--- config.mk ---
export PLATFORM = sky130hd
export DESIGN_NAME = zero_run_detect_flat
export DESIGN_NICKNAME = d
export VERILOG_FILES = /design/src/rtl/zrd_pkg.sv /design/src/rtl/zero_run_detect_if.sv /design/src/rtl/zrd_channel.sv /design/src/rtl/zero_run_detect.sv /design/src/flat_wrapper.sv
export SDC_FILE = /design/constraint.sdc
export NUM_CORES = 1
export LEC_CHECK = 0
export BUFFER_PORTS_ARGS = -buffer_cell sky130_fd_sc_hd__buf_4
export CORE_MARGIN = 8
export CORE_UTILIZATION = 35
export CTS_BUF_LIST = sky130_fd_sc_hd__clkbuf_4 sky130_fd_sc_hd__clkbuf_8
export DETAILED_ROUTE_END_ITERATION = 7
export PLACE_DENSITY_LB_ADDON = 0.3
export SLEW_MARGIN = 0
export SYNTH_ARGS = -nofsm -noshare
export SYNTH_HDL_FRONTEND = slang
export SYNTH_HIERARCHICAL = 1
export SYNTH_SLANG_ARGS = --single-unit
--- constraint.sdc ---
create_clock -name clk -period 2.95 [get_ports clk]
set_input_delay 0.1475 -clock clk [delete_from_list [all_inputs] [get_ports clk]]
set_output_delay 0.1475 -clock clk [all_outputs]
set_load 0.03 [all_outputs]
--- src/rtl/zrd_pkg.sv ---
// Shared defaults and helpers for the zero_run_detect slice.
// Optional build macro: ZRD_STICKY_ALARM_EN (see zrd_channel).
package zrd_pkg;

    localparam int unsigned ZRD_WIDTH    = 4;
    localparam int unsigned ZRD_CHANNELS = 4;
    localparam int unsigned ZRD_CNT_W    = 8;

    // Increment that stops at 2**cnt_w-1 instead of wrapping (cnt_w <= 31).
    function automatic logic [31:0] sat_inc(input logic [31:0] cnt, input int unsigned cnt_w);
        logic [32:0] max_cnt;
        max_cnt = (33'd1 << cnt_w) - 33'd1;
        if ({1'b0, cnt} >= max_cnt) begin
            return cnt;
        end
        return cnt + 32'd1;
    endfunction

endpackage

--- src/rtl/zero_run_detect_if.sv ---
// Sample-in / status-out bundle for zero_run_detect.
interface zero_run_detect_if
    import zrd_pkg::*;
#(
    parameter int unsigned WIDTH    = ZRD_WIDTH,
    parameter int unsigned CHANNELS = ZRD_CHANNELS,
    parameter int unsigned CNT_W    = ZRD_CNT_W
);

    logic                         in_valid;
    logic [CHANNELS*WIDTH-1:0]    in_data;
    logic [CNT_W-1:0]             threshold;
    logic                         clear;
    logic                         out_valid;
    logic [CHANNELS-1:0]          zero_flag;
    logic [CHANNELS*CNT_W-1:0]    run_len;
    logic [CHANNELS-1:0]          alarm;

    modport master (
        output in_valid, in_data, threshold, clear,
        input  out_valid, zero_flag, run_len, alarm
    );

    modport slave (
        input  in_valid, in_data, threshold, clear,
        output out_valid, zero_flag, run_len, alarm
    );

endinterface

--- src/rtl/zrd_channel.sv ---
// One lane: zero compare, saturating run counter and alarm register.
// ZRD_STICKY_ALARM_EN: alarm latches until rst/clear instead of following the run.
module zrd_channel
    import zrd_pkg::*;
#(
    parameter int unsigned WIDTH = ZRD_WIDTH,
    parameter int unsigned CNT_W = ZRD_CNT_W
) (
    input  logic             clk,
    input  logic             rst,
    input  logic             sample_valid,
    input  logic             clear,
    input  logic [WIDTH-1:0] sample,
    input  logic [CNT_W-1:0] threshold,
    output logic             zero_flag,
    output logic [CNT_W-1:0] run_len,
    output logic             alarm
);

    logic             is_zero_c;
    logic [CNT_W-1:0] run_len_nxt_c;
    logic             alarm_cond_c;
    logic             alarm_nxt_c;

    // Next-state for an accepted sample; alarm compares against the new run length.
    always_comb begin
        is_zero_c     = (sample == '0);
        run_len_nxt_c = '0;
        if (is_zero_c) begin
            run_len_nxt_c = CNT_W'(sat_inc(32'(run_len), CNT_W));
        end
        alarm_cond_c = (threshold != '0) && (run_len_nxt_c >= threshold);
`ifdef ZRD_STICKY_ALARM_EN
        alarm_nxt_c = alarm | alarm_cond_c;
`else
        alarm_nxt_c = alarm_cond_c;
`endif
    end

    // Reset beats clear, clear beats a sample; idle cycles hold state.
    always_ff @(posedge clk) begin
        if (rst) begin
            zero_flag <= 1'b0;
            run_len   <= '0;
            alarm     <= 1'b0;
        end else if (clear) begin
            zero_flag <= 1'b0;
            run_len   <= '0;
            alarm     <= 1'b0;
        end else if (sample_valid) begin
            zero_flag <= is_zero_c;
            run_len   <= run_len_nxt_c;
            alarm     <= alarm_nxt_c;
        end
    end

endmodule

--- src/rtl/zero_run_detect.sv ---
// Multi-channel zero detector with per-channel run-length tracking and alarm.
// Build option ZRD_STICKY_ALARM_EN selects latched alarms (default: follow the run).
module zero_run_detect
    import zrd_pkg::*;
#(
    parameter int unsigned WIDTH    = ZRD_WIDTH,
    parameter int unsigned CHANNELS = ZRD_CHANNELS,
    parameter int unsigned CNT_W    = ZRD_CNT_W
) (
    input  logic             clk,
    input  logic             rst,
    zero_run_detect_if.slave bus
);

    // out_valid marks cycles where a sample was actually absorbed.
    always_ff @(posedge clk) begin
        if (rst) begin
            bus.out_valid <= 1'b0;
        end else begin
            bus.out_valid <= bus.in_valid & ~bus.clear;
        end
    end

    for (genvar c = 0; c < CHANNELS; c++) begin : g_lane
        zrd_channel #(
            .WIDTH (WIDTH),
            .CNT_W (CNT_W)
        ) u_lane (
            .clk          (clk),
            .rst          (rst),
            .sample_valid (bus.in_valid),
            .clear        (bus.clear),
            .sample       (bus.in_data[c*WIDTH +: WIDTH]),
            .threshold    (bus.threshold),
            .zero_flag    (bus.zero_flag[c]),
            .run_len      (bus.run_len[c*CNT_W +: CNT_W]),
            .alarm        (bus.alarm[c])
        );
    end

endmodule

--- src/flat_wrapper.sv ---
// flat-port wrapper written by rule: the top's interface ports become plain ports
module zero_run_detect_flat import zrd_pkg::*;
#(
    parameter int unsigned WIDTH    = ZRD_WIDTH,
    parameter int unsigned CHANNELS = ZRD_CHANNELS,
    parameter int unsigned CNT_W    = ZRD_CNT_W
)
  (clk, rst, bus_in_valid, bus_in_data, bus_threshold, bus_clear, bus_out_valid, bus_zero_flag, bus_run_len, bus_alarm);
  zero_run_detect_if #(.WIDTH(WIDTH), .CHANNELS(CHANNELS), .CNT_W(CNT_W)) bus_i ();
  input  logic clk;
  input  logic rst;
  input wire logic [$bits(bus_i.in_valid)-1:0] bus_in_valid;
  input wire logic [$bits(bus_i.in_data)-1:0] bus_in_data;
  input wire logic [$bits(bus_i.threshold)-1:0] bus_threshold;
  input wire logic [$bits(bus_i.clear)-1:0] bus_clear;
  output wire logic [$bits(bus_i.out_valid)-1:0] bus_out_valid;
  output wire logic [$bits(bus_i.zero_flag)-1:0] bus_zero_flag;
  output wire logic [$bits(bus_i.run_len)-1:0] bus_run_len;
  output wire logic [$bits(bus_i.alarm)-1:0] bus_alarm;
  assign bus_i.in_valid = bus_in_valid;
  assign bus_i.in_data = bus_in_data;
  assign bus_i.threshold = bus_threshold;
  assign bus_i.clear = bus_clear;
  assign bus_out_valid = bus_i.out_valid;
  assign bus_zero_flag = bus_i.zero_flag;
  assign bus_run_len = bus_i.run_len;
  assign bus_alarm = bus_i.alarm;
  zero_run_detect #(.WIDTH(WIDTH), .CHANNELS(CHANNELS), .CNT_W(CNT_W)) u_core (.clk(clk), .rst(rst), .bus(bus_i));
endmodule
Yosys cells after proc, flatten, opt, wreduce, memory -nomap -nowiden
Index checks and enable logic that the tools add are counted.
{"block": "classes", "n_addsub": 4, "n_lt_le_gt_ge": 8, "n_mux": 20, "n_bitwise": 2, "reduce_logical": 10}
{"op": "$mux W8", "n": 12}
{"op": "$add A8 B1 Y8 const B", "n": 4}
{"op": "$ge A8 B8 Y1", "n": 4}
{"op": "$ge A8 B8 Y1 const B", "n": 4}
{"op": "$logic_not A4 Y1", "n": 4}
{"op": "$mux W1", "n": 8}
{"op": "$reduce_bool A8 Y1", "n": 1}
{"op": "$logic_and A1 B1 Y1", "n": 4}
{"op": "$reduce_or A2 Y1", "n": 1}
{"op": "$and A1 B1 Y1", "n": 1}
{"op": "$not A1 Y1", "n": 1}
{"block": "totals", "regBits": 41, "input_bits": 28, "word_cells": 57}

Logic depth before layout (Yosys ltp)
{"block": "logic_depth", "ltp_word": 7, "mapped_depth": 10, "ltp_nobuf": 10}

Modules after synthesis
Netlist, hierarchy kept.
{"mod": "zrd_channel at u_core.g_lane[0].u_lane ...", "n_inst": 3, "cells_each": 111, "area_per_inst_um2": 853.3, "seq_area_each_um2": 200.2}
{"mod": "zrd_channel at u_core.g_lane[3].u_lane", "n_inst": 1, "cells_each": 111, "area_per_inst_um2": 852.1, "seq_area_each_um2": 200.2}
{"mod": "zero_run_detect", "n_inst": 1, "cells_each": 2, "area_per_inst_um2": 32.5, "seq_area_each_um2": 20.0}

Worst setup path after synthesis
No wires, ideal clock.
{"block": "synth_path", "kind": "reg2reg", "start": "register u_core.g_lane[0].u_lane.run_len[0]", "end": "register u_core.g_lane[0].u_lane.alarm", "arrival_time_ns": 2.384, "t_required_ns": 2.820, "slack_ns": 0.436, "path_stages_with_launch": 11, "n_path_buf": 0, "period_less_slack_ns": 2.514, "cell_sequence": "dfxtp_1 > ha_1 > nand4_1 > o21bai_2 > o22ai_1 > nor2_1 > ha_1 > a21oi_1 > nor2_1 > a2111oi_0 > a21oi_1"}
{"block": "synth_via", "elab_chain_cells": 7, "word_cells_on_any_way": 9, "classes_between": "add/sub: 1; order compare: 2; mux: 5; reduce/logical: 1"}
{"item": "start: declaration", "line": "zrd_channel.sv:16", "text": "output logic [CNT_W-1:0] run_len,"}
{"item": "start signal: assignment", "line": "zrd_channel.sv:52", "text": "run_len <= run_len_nxt_c;"}
{"item": "$ge A8 B8 Y1", "line": "zrd_pkg.sv:13", "text": "if ({1'b0, cnt} >= max_cnt) begin"}
{"item": "$mux W1", "line": "zrd_pkg.sv:13"}
{"item": "$mux W1", "line": "zrd_channel.sv:29", "text": "if (is_zero_c) begin"}
{"item": "$mux W8 (*)", "line": "zrd_pkg.sv:16", "text": "return cnt + 32'd1;"}
{"item": "$mux W8 (*)", "line": "zrd_channel.sv:29"}
{"item": "net u_core.g_lane[0].u_lane.run_len_nxt_c[5]", "line": "zrd_channel.sv:21", "text": "logic [CNT_W-1:0] run_len_nxt_c;"}
{"item": "$ge A8 B8 Y1 (*)", "line": "zrd_channel.sv:32", "text": "alarm_cond_c = (threshold != '0) && (run_len_nxt_c >= threshold);"}
{"item": "$logic_and A1 B1 Y1 (*)", "line": "zrd_channel.sv:32"}
{"item": "end signal: assignment", "line": "zrd_channel.sv:53", "text": "alarm <= alarm_nxt_c;"}
{"item": "end: declaration", "line": "zrd_channel.sv:17", "text": "output logic alarm"}
Mark *: on every way through the listed nets, which the timed path passes. The rest lies on a longest branch. The select of a mux whose other input is x is not followed.
A chain may end at the register's enable or synchronous reset.

Final worst setup path
{"block": "layout_path", "start": "register u_core.g_lane[1].u_lane.run_len[3]", "end": "register u_core.g_lane[1].u_lane.alarm"}
{"block": "layout_via", "elab_chain_cells": 7, "word_cells_on_any_way": 9, "classes_between": "add/sub: 1; order compare: 2; mux: 5; reduce/logical: 1"}
{"item": "start: declaration", "line": "zrd_channel.sv:16"}
{"item": "start signal: assignment", "line": "zrd_channel.sv:52"}
{"item": "$ge A8 B8 Y1", "line": "zrd_pkg.sv:13"}
{"item": "$mux W1", "line": "zrd_pkg.sv:13"}
{"item": "$mux W1", "line": "zrd_channel.sv:29"}
{"item": "$mux W8 (*)", "line": "zrd_pkg.sv:16"}
{"item": "$mux W8 (*)", "line": "zrd_channel.sv:29"}
{"item": "net u_core.g_lane[1].u_lane.run_len_nxt_c[4]", "line": "zrd_channel.sv:21"}
{"item": "$ge A8 B8 Y1 (*)", "line": "zrd_channel.sv:32"}
{"item": "$logic_and A1 B1 Y1 (*)", "line": "zrd_channel.sv:32"}
{"item": "end signal: assignment", "line": "zrd_channel.sv:53"}
{"item": "end: declaration", "line": "zrd_channel.sv:17"}
Marks and branches as above.

==> summary.txt <==
Drt
  • WL final: 9.62 mm
  • WL/cell: 15.0 µm
  • DRC violation count after routing: 0
  • TritonRoute pass-1 iters: 5
  • Vias: 3495
  • Number of DRC markers in iteration 0: 150
  • Vias per std cell: 5.44
  • Routed Antenna Nets: 0

Logic synthesis
  • Mapped cell area: 3440 µm²
  • Syn nets: 510
  • Post-synth EDFFs: 0
  • Synth Register Bits: 41
  • Ys async rst share: 0%
  • Yosys cell types: 38
  • Synth area leaders: dfxtp_1 (24%), ha_1 (13%), nor2_1 (7.3%)
  • Cell accounting for the most synthesized area: dfxtp_1
  • Mapped Avg Cell Area: 7.72 µm²
  • Yosys top cell area share: 23.8%
  • Syn. warnings: 6
  • Post-synth top flop: dfxtp_1
  • Cells after synthesis: 446
  • Post-synthesis sequential area ratio: 23.8%

Timing
  • Slew Viols, Final: 0
  • Unrepaired setup endpoints after global routing: no
  • Slew HR: 59.9%
  • Setup Viol. Count Final: 0
  • Final hold vios: 0
  • Min cycle time layout: 2.65 ns
  • Tcrit/Tclk final: 90.0%
  • TNS Setup: 0 ns
  • Worst Skew: 0.00493 ns
  • F_max: 377 MHz
  • Slew @ Worst Pin: 0.601 ns

Die
  • Die Y: 115 µm
  • Initial Util: 35.6%
  • Row count: 36
  • Die Span X: 115 µm
  • Number of I/O pins: 69
  • Die area: 13300 µm²
  • CORE AREA: 9680 µm²

GRT
  • Antenna violations before repair: 0
  • First-pass GRT wire length: 16.3 mm
  • Total GRT Usage: 15.0%
  • Overflow after GRT: 0
  • Vias in the first global route: 3364
  • Largest net degree at the start of global routing: 46

Worst setup path
  • CP arrival: 2.82 ns
  • CP endpoint kind: register
  • Required time worst endpoint: 3.12 ns
  • CP Launch Type: register
  • R2R Setup Slk: 0.30 ns
  • Critical path class: reg2reg
  • CP Max Fanout: 9

Final layout
  • Diodes inserted: 0
  • Nets: 573
  • Share of cells above drive strength 1: 22.2%
  • Area Overhead vs Synth: 20.3%
  • Fin cells: 642

Clock network
  • Clk pin slew, worst setup/hold paths: 0.08 ns
  • Clock sink total: 41
  • Clock Latency Late Sink: 0.30 ns
  • # hold bufs at CTS: 0
  • TritonCTS clock tree: done
  • CTS max path bufs: 2
  • H-tree lvl count: 2
  • Cts bufs inserted: 5
  • Clock root buffer: clkbuf_8

Run
  • Max_cap viols: 0

Placed design
  • Placer congestion estimate: 0.885
  • Port Buffers: 68
  • Final HPWL DP: 7.36 mm
  • Cells after DPL: 634

Power
  • Leakage: 0.00156 µW
  • Power density over the cells: 272 nW/µm²
  • VDD IR max: 172 µV

Outcome
  • Outcome: finished clean

Hold path
  • Hold Crit Class: in2reg
-- final cells by class --
| cell class | instances | area (µm²) |
|---|---|---|
| fillers | 1000 | 5540 |
| well taps | 133 | 166 |
| repair buffers | 72 | 541 |
| multi-input cells | 353 | 2390 |
| clock buffers | 7 | 90.1 |
| inverters | 36 | 135 |
| flip-flops and latches | 41 | 821 |
-- cells in the mapped netlist (5+ instances only) --
cell and instances:
a31oi_1 8, nor4_1 12, nor3_1 5, nand4_1 7
dfxtp_1 41, nor2_1 67, a21oi_1 32, or3_1 8
inv_1 32, a211oi_1 8, o21ai_1 16, nand2_1 45
nand3_1 28, xor2_1 8, o31ai_1 8, ha_1 36
-- worst max-delay path: stages, from the launching register on --
cell       delay [ns]
dfxtp_1          0.46
nand3_1          0.37
o2111ai_1        0.42
xor2_1           0.19
nor2_1           0.07
ha_1             0.18
a21oi_1          0.15
nor2_1           0.06
a2111oi_0        0.48
a21oi_1          0.14
-- power by group --
group | leakage (µW) | switching [µW] | internal (µW) | total, µW
clock network | 0.0000477 | 208 | 195 | 404
logic | 0.00118 | 104 | 62.7 | 167
registers | 0.000331 | 2.08 | 556 | 558
total | 0.00156 | 315 | 814 | 1130
-- per-layer routing --
| layer | vias up | track usage, % | part of all wire (%) |
|---|---|---|---|
| met5 | - | 0 | 0 |
| met4 | 0 | 4.55 | 1.2 |
| met3 | 6 | 3.15 | 4.7 |
| met2 | 84 | 24.6 | 47 |
| met1 | 1649 | 19.1 | 47 |
| li1 | 1756 | - | - |
-- what timing repair did --
action | in CTS | in global routing
gates resized for setup | 0 | 3
buffers inserted | 0 | 1
endpoints found under the setup margin | 0 | 2
-- kinds of logic (layout without fill, tap and decap cells) --
| group | after synthesis | count (layout) | synth area share, % |
|---|---|---|---|
| AOI/OAI and AO/OA | 116 | 116 | 25.0 |
| xor gates and xnor gates | 12 | 12 | 3.05 |
| adders and majority gates | 36 | 36 | 13.1 |
| buffers and inverters | 52 | 115 | 7.12 |
| DFF | 41 | 41 | 23.8 |
| and+or+nand+nor | 189 | 189 | 27.9 |
-- per-stage QoR --
step | setup slack [ns] | power, µW | instance area (µm²) | utilization, % | hold slack (ns)
after global routing | 0.0309 | 1190 | 4150 | 42.8 | 0.0905
after detailed placement | 0.216 | 739 | 4030 | 41.7 | 0.410
final | 0.296 | 1130 | 4150 | 42.8 | 0.0984
after global placement | 0.343 | 735 | 4030 | 41.7 | 0.411
after CTS | 0.208 | 1150 | 4120 | 42.6 | 0.0772
after floorplan | 0.436 | 663 | 3440 | - | 0.216
-- registers in the layout, summed over array words and instances (netlist names) --
register	count
u_core/bus.out_valid	1
u_core/g_lane.u_lane/run_len	32
u_core/g_lane.u_lane/zero_flag	4
u_core/g_lane.u_lane/alarm	4
-- final timing paths --
kind	endpoint	start	cells after the start
worst max-delay path	u_core/g_lane[1].u_lane/alarm	u_core/g_lane[1].u_lane/run_len[3]	9
worst min-delay path	u_core/bus.out_valid	bus_clear	2
worst max register to register	u_core/g_lane[1].u_lane/alarm	u_core/g_lane[1].u_lane/run_len[3]	9
worst min register to register	u_core/g_lane[1].u_lane/zero_flag	u_core/g_lane[1].u_lane/zero_flag	2
-- placed cells by master, fill, tap and decap left out, drive strengths merged, types with 9 or more instances in the layout --
cell type and instances:
o21ai 16, nand3 28, a21oi 32, nor2 67, o31ai 12, buf 72
nand2 45, nor3 9, nor4 16, dfxtp 41, ha 36, inv 36
a211oi 12
Note: power is estimated with default switching activity, not from simulation.
